`config.mk`:
```
export PLATFORM = sky130hd
export DESIGN_NAME = imem_loader
export DESIGN_NICKNAME = d
export VERILOG_FILES = /design/src/rtl/imem_loader.sv
export SDC_FILE = /design/constraint.sdc
export NUM_CORES = 1
export LEC_CHECK = 0
export ABC_AREA = 1
export CORE_ASPECT_RATIO = 1.4
export CORE_MARGIN = 5
export CORE_UTILIZATION = 45
export CTS_CLUSTER_SIZE = 20
export DETAILED_ROUTE_END_ITERATION = 8
export PLACE_DENSITY = 0.66
export SLEW_MARGIN = 40
export SYNTH_ARGS = -nofsm -noshare
export SYNTH_HDL_FRONTEND = slang
export SYNTH_SLANG_ARGS = --single-unit
```
`constraint.sdc`:
```
create_clock -name clk -period 2.3 [get_ports clk]
set_input_delay 0.46 -clock clk [delete_from_list [all_inputs] [get_ports clk]]
set_output_delay 0.46 -clock clk [all_outputs]
set_load 0.01 [all_outputs]
```
`src/rtl/imem_loader.sv`:
```
// Byte-stream program loader: parses [len16][BE words...][xor8], writes each word
// to instruction memory through a setup/strobe pair and releases the CPU on success.
module imem_loader #(
    parameter int ADDR_W    = 10,
    parameter int DEPTH     = 1024,
    parameter int BASE_ADDR = 0
) (
    input  logic              clk,
    input  logic              rst_n,
    input  logic              start,
    input  logic              byte_valid,
    input  logic [7:0]        byte_data,
    output logic              byte_ready,
    output logic [ADDR_W-1:0] address,
    output logic [31:0]       instruction_input,
    output logic              writememclk,
    output logic              cpu_hold,
    output logic              done,
    output logic              error,
    output logic [3:0]        state_dbg
);

    typedef enum logic [3:0] {
        S_IDLE    = 4'd0,
        S_LEN_HI  = 4'd1,
        S_LEN_LO  = 4'd2,
        S_DATA    = 4'd3,
        S_WSETUP  = 4'd4,
        S_WSTROBE = 4'd5,
        S_CSUM    = 4'd6,
        S_DONE    = 4'd7,
        S_ERR     = 4'd8
    } state_t;

    localparam logic [16:0]       LEN_LIMIT = 17'(DEPTH - BASE_ADDR);
    localparam logic [ADDR_W-1:0] BASE      = ADDR_W'(BASE_ADDR);

    // Handshake: a byte moves on a posedge where byte_valid && byte_ready; the
    // source holds byte_data stable until that edge.

    state_t              state, state_n;
    logic [15:0]         len, len_n;
    logic [15:0]         word_cnt, word_cnt_n;
    logic [1:0]          byte_idx, byte_idx_n;
    logic [23:0]         shreg, shreg_n;
    logic [7:0]          csum, csum_n;
    logic [ADDR_W-1:0]   address_n;
    logic [31:0]         instr_n;
    logic                byte_ready_n;
    logic                writememclk_n;
    logic                cpu_hold_n;
    logic                done_n;
    logic                error_n;
    logic                take;
    logic [15:0]         full_len;
    logic [15:0]         cnt_inc;

    assign take      = byte_valid && byte_ready;
    assign full_len  = {len[15:8], byte_data};
    assign cnt_inc   = word_cnt + 16'd1;
    assign state_dbg = state;

    always_ff @(posedge clk) begin
        if (!rst_n) begin
            state             <= S_IDLE;
            len               <= '0;
            word_cnt          <= '0;
            byte_idx          <= '0;
            shreg             <= '0;
            csum              <= '0;
            address           <= BASE;
            instruction_input <= '0;
            byte_ready        <= 1'b0;
            writememclk       <= 1'b0;
            cpu_hold          <= 1'b1;
            done              <= 1'b0;
            error             <= 1'b0;
        end else begin
            state             <= state_n;
            len               <= len_n;
            word_cnt          <= word_cnt_n;
            byte_idx          <= byte_idx_n;
            shreg             <= shreg_n;
            csum              <= csum_n;
            address           <= address_n;
            instruction_input <= instr_n;
            byte_ready        <= byte_ready_n;
            writememclk       <= writememclk_n;
            cpu_hold          <= cpu_hold_n;
            done              <= done_n;
            error             <= error_n;
        end
    end

    always_comb begin
        state_n    = state;
        len_n      = len;
        word_cnt_n = word_cnt;
        byte_idx_n = byte_idx;
        shreg_n    = shreg;
        csum_n     = csum;
        address_n  = address;
        instr_n    = instruction_input;

        unique case (state)
            S_IDLE, S_DONE, S_ERR: begin
                if (start) begin
                    state_n    = S_LEN_HI;
                    csum_n     = '0;
                    word_cnt_n = '0;
                    byte_idx_n = '0;
                    address_n  = BASE;
                end
            end
            S_LEN_HI: begin
                if (take) begin
                    len_n[15:8] = byte_data;
                    csum_n      = csum ^ byte_data;
                    state_n     = S_LEN_LO;
                end
            end
            S_LEN_LO: begin
                if (take) begin
                    len_n[7:0] = byte_data;
                    csum_n     = csum ^ byte_data;
                    // Rejecting oversize lengths here is what keeps address below DEPTH.
                    if ({1'b0, full_len} > LEN_LIMIT) begin
                        state_n = S_ERR;
                    end else if (full_len == 16'd0) begin
                        state_n = S_CSUM;
                    end else begin
                        state_n = S_DATA;
                    end
                end
            end
            S_DATA: begin
                if (take) begin
                    csum_n = csum ^ byte_data;
                    if (byte_idx == 2'd3) begin
                        instr_n    = {shreg, byte_data};
                        byte_idx_n = '0;
                        state_n    = S_WSETUP;
                    end else begin
                        shreg_n    = {shreg[15:0], byte_data};
                        byte_idx_n = byte_idx + 2'd1;
                    end
                end
            end
            S_WSETUP: begin
                state_n = S_WSTROBE;
            end
            S_WSTROBE: begin
                word_cnt_n = cnt_inc;
                if (cnt_inc == len) begin
                    state_n = S_CSUM;
                end else begin
                    state_n   = S_DATA;
                    address_n = address + ADDR_W'(1);
                end
            end
            S_CSUM: begin
                if (take) begin
                    state_n = (byte_data == csum) ? S_DONE : S_ERR;
                end
            end
            default: begin
                state_n = S_IDLE;
            end
        endcase

        // Status outputs are a pure function of the next state, registered.
        byte_ready_n  = (state_n == S_LEN_HI) || (state_n == S_LEN_LO) ||
                        (state_n == S_DATA)   || (state_n == S_CSUM);
        writememclk_n = (state_n == S_WSTROBE);
        cpu_hold_n    = (state_n != S_DONE);
        done_n        = (state_n == S_DONE);
        error_n       = (state_n == S_ERR);
    end

endmodule
```
==> results of run 1 <==
[placed cells by master, fill, tap and decap left out, drive strengths merged, types with 2 or more instances in the layout]
| master | n |
|---|---|
| a21oi | 82 |
| clkbuf | 19 |
| buf | 35 |
| nor2 | 100 |
| clkinv | 5 |
| nand3 | 54 |
| and2 | 2 |
| a31oi | 2 |
| xor2 | 9 |
| o21ai | 77 |
| dfxtp | 117 |
| nand4 | 13 |
| clkdlybuf4s50 | 61 |
| nand2 | 159 |
| ha | 3 |
| nand3b | 5 |
| clkinvlp | 3 |
| inv | 75 |
| xnor2 | 8 |
| nor3 | 20 |
| bufinv | 4 |
[cell type report]
cell class	count	share of cell area, %
Clock inverter	13	2.72
Multi-Input combinational cell	543	38.9
Clock buffer	19	6.32
Tap cell	147	2.56
Inverter	74	3.87
Timing Repair Buffer	96	12.9
Sequential cell	117	32.7
[tightest hold or removal path: cells and delay by family]
kind | cells | cell delay [ns]
buf+inv | 2 | 0.17
simple gates | 1 | 0.07
[cell usage after synthesis]
cell      count  area share (%)
o21bai_1      1            0.14
nand4_1      13             1.5
o211ai_1      1            0.14
nand2_4       3            0.62
o21ai_0      76             7.0
nand3_1      45             4.1
nor2_4        4            0.83
and2_1        2            0.23
clkbuf_1     28             1.9
nand3_2       9             1.7
nor3b_1       1            0.14
buf_1         1           0.069
o21ai_2       1            0.16
nand2_1     151              10
o31ai_1       1            0.14
xnor3_1       1            0.41
xor2_1        9             1.4
or2_2         1            0.12
a21oi_1      77             7.1
ha_1          3            0.69
nand2_2       4            0.46
mux2i_1       1            0.18
a211oi_1      1            0.14
nor2_2        4            0.46
nor4_1        1            0.12
dfxtp_1     117              43
nor3_1       20             1.8
buf_12        1            0.37
nor2_1       92             6.3
a31oi_1       2            0.23
nand3b_1      5            0.69
clkinv_1      2            0.14
inv_1        72             5.0
buf_2         1           0.092
a21oi_2       5            0.80
xnor2_1       8             1.3
[sequential cells by signal, summed over array words and instances, names as in the netlist]
register and cells:
error 1, instruction_input 32, cpu_hold 1, shreg 24, csum 8, done 1, writememclk 1, len 16
state_dbg 4, byte_idx 2, address 10, byte_ready 1, word_cnt 16
[metrics by stage]
step                      utilization, %  TNS [ns]  hold WS, ns  setup slack [ns]
after floorplan                        -         0        0.441             0.309
after global placement              54.2         0        0.450            0.0129
after detailed placement            54.2   -0.0342        0.461           -0.0320
after CTS                           59.7         0        0.311            0.0205
after global routing                60.7    -0.193        0.332           -0.0438
final                               60.7         0        0.320             0.141
[cells by family after synthesis]
group / Yosys count / synth area share [%]
and+or+nand+nor: 355 / 29.5
AOI/OAI and AO/OA: 165 / 15.8
DFF: 117 / 43.0
buffers and inverters: 105 / 7.56
xor gates and xnor gates: 18 / 3.15
adders and majority gates: 3 / 0.690
muxes: 1 / 0.184
[per-layer routing]
metal  wire length, um  part of all wire [%]
met1              6090                    41
met2              7650                    51
met3               797                   5.3
met4               447                   3.0
met5                 0                     0
[report_power, final]
part	switching (mW)	total [mW]	internal (mW)
sequential	0.0229	2.08	2.06
clock	1.00	2.89	1.89
combinational	0.246	0.390	0.144
[how the worst max path moves through the flow]
stage | startpoint | end | slack (ns) | cells past startpoint
final | word_cnt[1] | address[6] | 0.14 | 15
after floorplan | word_cnt[0] | address[0] | 0.31 | 16
after CTS | word_cnt[1] | address[8] | 0.02 | 13
after global routing | word_cnt[3] | address[8] | -0.04 | 15
after global placement | byte_data[7] | byte_ready | 0.01 | 15
after detailed placement | byte_data[7] | cpu_hold | -0.03 | 11
[timing repair]
action                     4_1_cts  5_1_grt
setup endpoints to repair        0       13
buffers inserted                 0        1
gates resized for setup          0       25
==> metrics.md, run 1 <==
| Metric | Value |
|---|---|
| Status | `finished clean` |
| Syn Nets | `around 800` |
| Core area | `between 0.01 and 0.015 mm2` |
| Hold endpoint | `state_dbg[1]` |
| Post-route DRC | `0` |
| Slew margin rel. | `51.2%` |
| Max-capacitance violation count | `0` |
| 1st-pass router iterations | `6` |
| I/O Buffers | `between 60 and 70` |
| P&R area growth vs syn | `31.8%` |
| Worst path slowest cell | `dfxtp_2` |
| Vias/cell | `5.20` |
| Critical path cell sequence | `buf_4, nand2_2, nor2_4, buf_4, nand4_1, nand3_1, nand2_1, nor2_1, nand2_1, nor2_4, nand2_4, nand2_8, buf_12, nand3_2, a21oi_1` |
| R2R cell count | `15` |
| Grt met2 use | `between 30% and 40%` |
| CP max stage delay | `between 0.3 and 0.4 ns` |
| Die X | `just over 100 um` |
| Critical path data required time | `2.63 ns` |
| Clock buffer depth | `2` |
| Hold Fails Final Rpt | `0` |
| Worst vdd ir | `slightly above 0.5 mV` |
| Post-synthesis area per instance | `between 7 and 8 um2` |
| Tmin final | `between 2 and 2.5 ns` |
| Overall power | `between 5 and 6 mW` |
| CP delay by family, top | `simple AND/OR/NAND/NOR gates` |
| Num ports | `between 60 and 70` |
| PwrDens | `747 mW/mm2` |
| Reg2reg end | `address[6]` |
| Post-CTS Hold Buffers | `0` |
| Initial DRC count | `roughly 280` |
| Sequential area share after synthesis | `43.0%` |
| Synthesized flop and latch total | `about 120` |
| Multi-input combinational cell area | `between 0.002 and 0.003 mm2` |
| Post-Layout Cell Count | `1009` |
| Die Ht | `140 um` |
| GRT met1 Usage | `approximately a quarter` |
| Reg-to-reg slack, setup | `roughly 0.14 ns` |
| Netlist Area Pre-Place | `0.00544 mm2` |
| Final setup vio count | `0` |
| Remaining antenna violation count | `0` |
| Maximum clock rate | `463 MHz` |
| Hold WC Path Type | `in -> reg` |
| Routability congestion estimate from global placement | `~0.9` |
| Static Leak | `2.74 nW` |
| First-pass GRT wire length | `24600 um` |
| DRT Wirelength | `about 15000 um` |
| RSZ-0062 raised after global routing | `true` |
| Worst-Margin Slew | `0.732 ns` |
| FILL cells | `roughly 1100` |
| Placed cell areas | `between 0.006 and 0.007 mm2` |
| H-tree levels | `4` |
| Hold path cells | `3` |
| R2R Path Start | `word_cnt[1]` |
| Largest net degree at the start of global routing | `70` |
| Initial antenna violation count | `0` |
| Vias in the first global route | `around 5300` |
| Most Crowded Layer GR | `met2` |
| Clock-pin slew on the worst setup and hold paths | `about 0.06 ns` |
| DP Wirelength | `between 10000 and 15000 um` |
| WL/cell | `14.9 um` |
| Clk sink count | `about 120` |
| Global route overflow | `0` |
| Clock Skew | `between 0.008 and 0.009 ns` |
| CP max FO | `6` |
| Share of layout cells above drive strength 1 | `13.6%` |
| Worst skew pair latency | `0.41 ns` |
| Area occupied by registers | `between 0.002 and 0.0025 mm2` |
| Initial Util | `46.0%` |
| Crit path DAT | `2.48 ns` |
| Nets | `about 860` |
| Dpl cells | `975` |
| CTS tree | `done` |
| Period utilization | `a little over nine tenths` |
| Gr usage total | `a little over a fifth` |
| Min-delay src | `rst_n` |
| CTS root buffer | `clkbuf_16` |
| Worst setup EP type | `flip-flop` |
| Final std cell area, no fill | `0.00717 mm2` |
| Ys Warns | `0` |
| TritonCTS Buffers | `17` |
| Site row count | `between 40 and 50` |
| Setup crit start kind | `flip-flop` |
| DIE AREA | `approximately 0.014 mm2` |
| Mapped Cells | `roughly 760` |
| Met3 GRT Util | `5.87%` |
| CP bufs+invs | `3` |
| Antenna diodes | `0` |
| Crit path kind | `reg -> reg` |
| Via Count | `~5200` |
| Slew Limit Fails | `0` |
| Distinct cells, synth | `36` |
Power figures use the tool's default switching activity.
==> inputs of run 2 (changes only) <==
--- a/config.mk
+++ b/config.mk
@@ -11,7 +11,8 @@
 export CORE_UTILIZATION = 45
 export CTS_CLUSTER_SIZE = 20
 export DETAILED_ROUTE_END_ITERATION = 8
-export PLACE_DENSITY = 0.66
+export DONT_BUFFER_PORTS = 1
+export SKIP_LAST_GASP = 1
 export SLEW_MARGIN = 40
 export SYNTH_ARGS = -nofsm -noshare
 export SYNTH_HDL_FRONTEND = slang
==> metrics.md, run 2 (synthesis gave the netlist of run 1 again) <==
| Metric | Value |
|---|---|
| Critical path data required time | `between 2 and 3 ns` |
| Post-route DRC | `0` |
| Global route overflow | `0` |
| Worst setup EP type | `flip-flop` |
| Die X | `103 um` |
| CTS tree | `done` |
| Vias in the first global route | `4867` |
| Area occupied by registers | `between 0.002 and 0.0025 mm2` |
| DRT Wirelength | `14300 um` |
| Slew margin rel. | `about 48%` |
| Core area | `roughly 0.012 mm2` |
| Commonest non-fill, non-tap cell in the layout | `nand2_1` |
| Worst-Margin Slew | `approximately 0.78 ns` |
| Clk sink count | `roughly 120` |
| Worst vdd ir | `about 0.76 mV` |
| Clock Skew | `0.00760 ns` |
| CP max FO | `7` |
| First-pass GRT wire length | `approximately 24000 um` |
| Via Count | `just under 5000` |
| Top reg by flops | `instruction_input` |
| CTS root buffer | `clkbuf_16` |
| Max reg flops | `32` |
| Clock buffer depth | `2` |
| Initial antenna violation count | `0` |
| Worst skew pair latency | `0.41 ns` |
| WL/cell | `between 15 and 20 um` |
| Static Leak | `2.51 nW` |
| TritonCTS Buffers | `17` |
| Hold Fails Final Rpt | `0` |
| DIE AREA | `roughly 0.014 mm2` |
| FILL cells | `~1100` |
| Tmin final | `roughly 2.2 ns` |
| Remaining antenna violation count | `0` |
| Hold WC Path Type | `in -> reg` |
| Largest net degree at the start of global routing | `74` |
| I/O Buffers | `0` |
| Maximum clock rate | `approximately 460 MHz` |
| Max-capacitance violation count | `0` |
| 1st-pass router iterations | `4` |
| Nets | `between 700 and 800` |
| Share of layout cells above drive strength 1 | `about an eighth` |
| DP Wirelength | `roughly 10000 um` |
| Initial DRC count | `about 190` |
| Biggest regs | `instruction_input: 32 flops, shreg: 24 flops` |
| PwrDens | `858 mW/mm2` |
| Multi-input combinational cell area | `around 0.0028 mm2` |
| Site row count | `47` |
| H-tree levels | `4` |
| Period utilization | `94.3%` |
| Initial Util | `46.0%` |
| Clock-pin slew on the worst setup and hold paths | `around 0.060 ns` |
| Antenna diodes | `0` |
| Status | `finished clean` |
| Commonest non-fill, non-tap cells in the layout | `146 x nand2_1, 112 x dfxtp_1, 90 x nor2_1` |
| Num ports | `63` |
| Crit path DAT | `between 2 and 3 ns` |
| Die Ht | `between 100 and 150 um` |
| P&R area growth vs syn | `19.2%` |
| Overall power | `between 5 and 6 mW` |
| R2R cell count | `15` |
| Hold path cells | `2` |
| Routability congestion estimate from global placement | `0.897` |
| Gr usage total | `around a fifth` |
| Setup crit start kind | `flip-flop` |
| Vias/cell | `~5.2` |
| Crit path kind | `reg -> reg` |
| Slew Limit Fails | `0` |
| Setup TNS | `0 ns` |
| Final setup vio count | `0` |
[run 2: what timing repair did]
| item | 4_1_cts | 5_1_grt |
|---|---|---|
| resized for setup | 0 | 19 |
| endpoints found under the hold margin | 0 | 0 |
| setup buffers | 0 | 2 |
| hold buffers | 0 | 0 |
| setup endpoints to repair | 0 | 14 |
[run 2: area by class of cell]
type	instances	area share, %
Multi-Input combinational cell	543	42.7
Sequential cell	117	36.2
Clock buffer	18	6.77
Inverter	74	4.28
Clock inverter	14	4.17
Timing Repair Buffer	23	3.05
Tap cell	147	2.84
[run 2: worst paths after layout]
kind | from | to | slack [ns]
setup reg to reg | word_cnt[0] | address[9] | 0.13
hold reg to reg | shreg[4] | instruction_input[12] | 0.47
hold / removal | rst_n | state_dbg[1] | 0.17
setup / recovery | word_cnt[0] | address[9] | 0.13
[run 2: layer usage]
metal / GRT usage, % / vias up / share of wire [%]
met2: 36.7 / 82 / 53
met3: 5.02 / 32 / 4.6
met4: 8.12 / 0 / 2.5
li1: - / 2535 / -
met1: 23.3 / 2254 / 40
met5: 0 / - / 0
[run 2: per-stage QoR]
| step | worst slack (ns) | hold WS, ns | std cells | area, um2 | utilization (%) |
|---|---|---|---|---|---|
| 2_1_floorplan | 0.309 | 0.441 | 764 | 5440 | - |
| 3_3_place_gp | 0.134 | 0.452 | 901 | 5680 | 48.0 |
| 3_5_place_dp | 0.0878 | 0.459 | 901 | 5680 | 48.0 |
| 4_1_cts | 0.0481 | 0.153 | 933 | 6390 | 54.0 |
| 5_1_grt | -0.00895 | 0.168 | 936 | 6480 | 54.9 |
| 6_report | 0.130 | 0.170 | 936 | 6480 | 54.9 |
[run 2: worst max-delay path, stage by stage (launching register included)]
cell	delay, ns
dfxtp_2	0.34
buf_4	0.14
nand2_1	0.08
nor2_4	0.22
nand2_4	0.09
nand2_1	0.08
and2_4	0.14
nor2_1	0.03
nor2_1	0.11
nand3_1	0.12
nor2_2	0.20
nand2_4	0.11
nand2_8	0.12
buf_4	0.13
nand3_2	0.06
a21oi_2	0.13
[run 2: power by group]
group | switching [mW] | total, mW | internal, mW | leakage (nW)
Sequential | 0.0337 | 2.09 | 2.06 | 0.946
Clock | 0.985 | 3.17 | 2.18 | 0.341
Combinational | 0.200 | 0.303 | 0.103 | 1.23
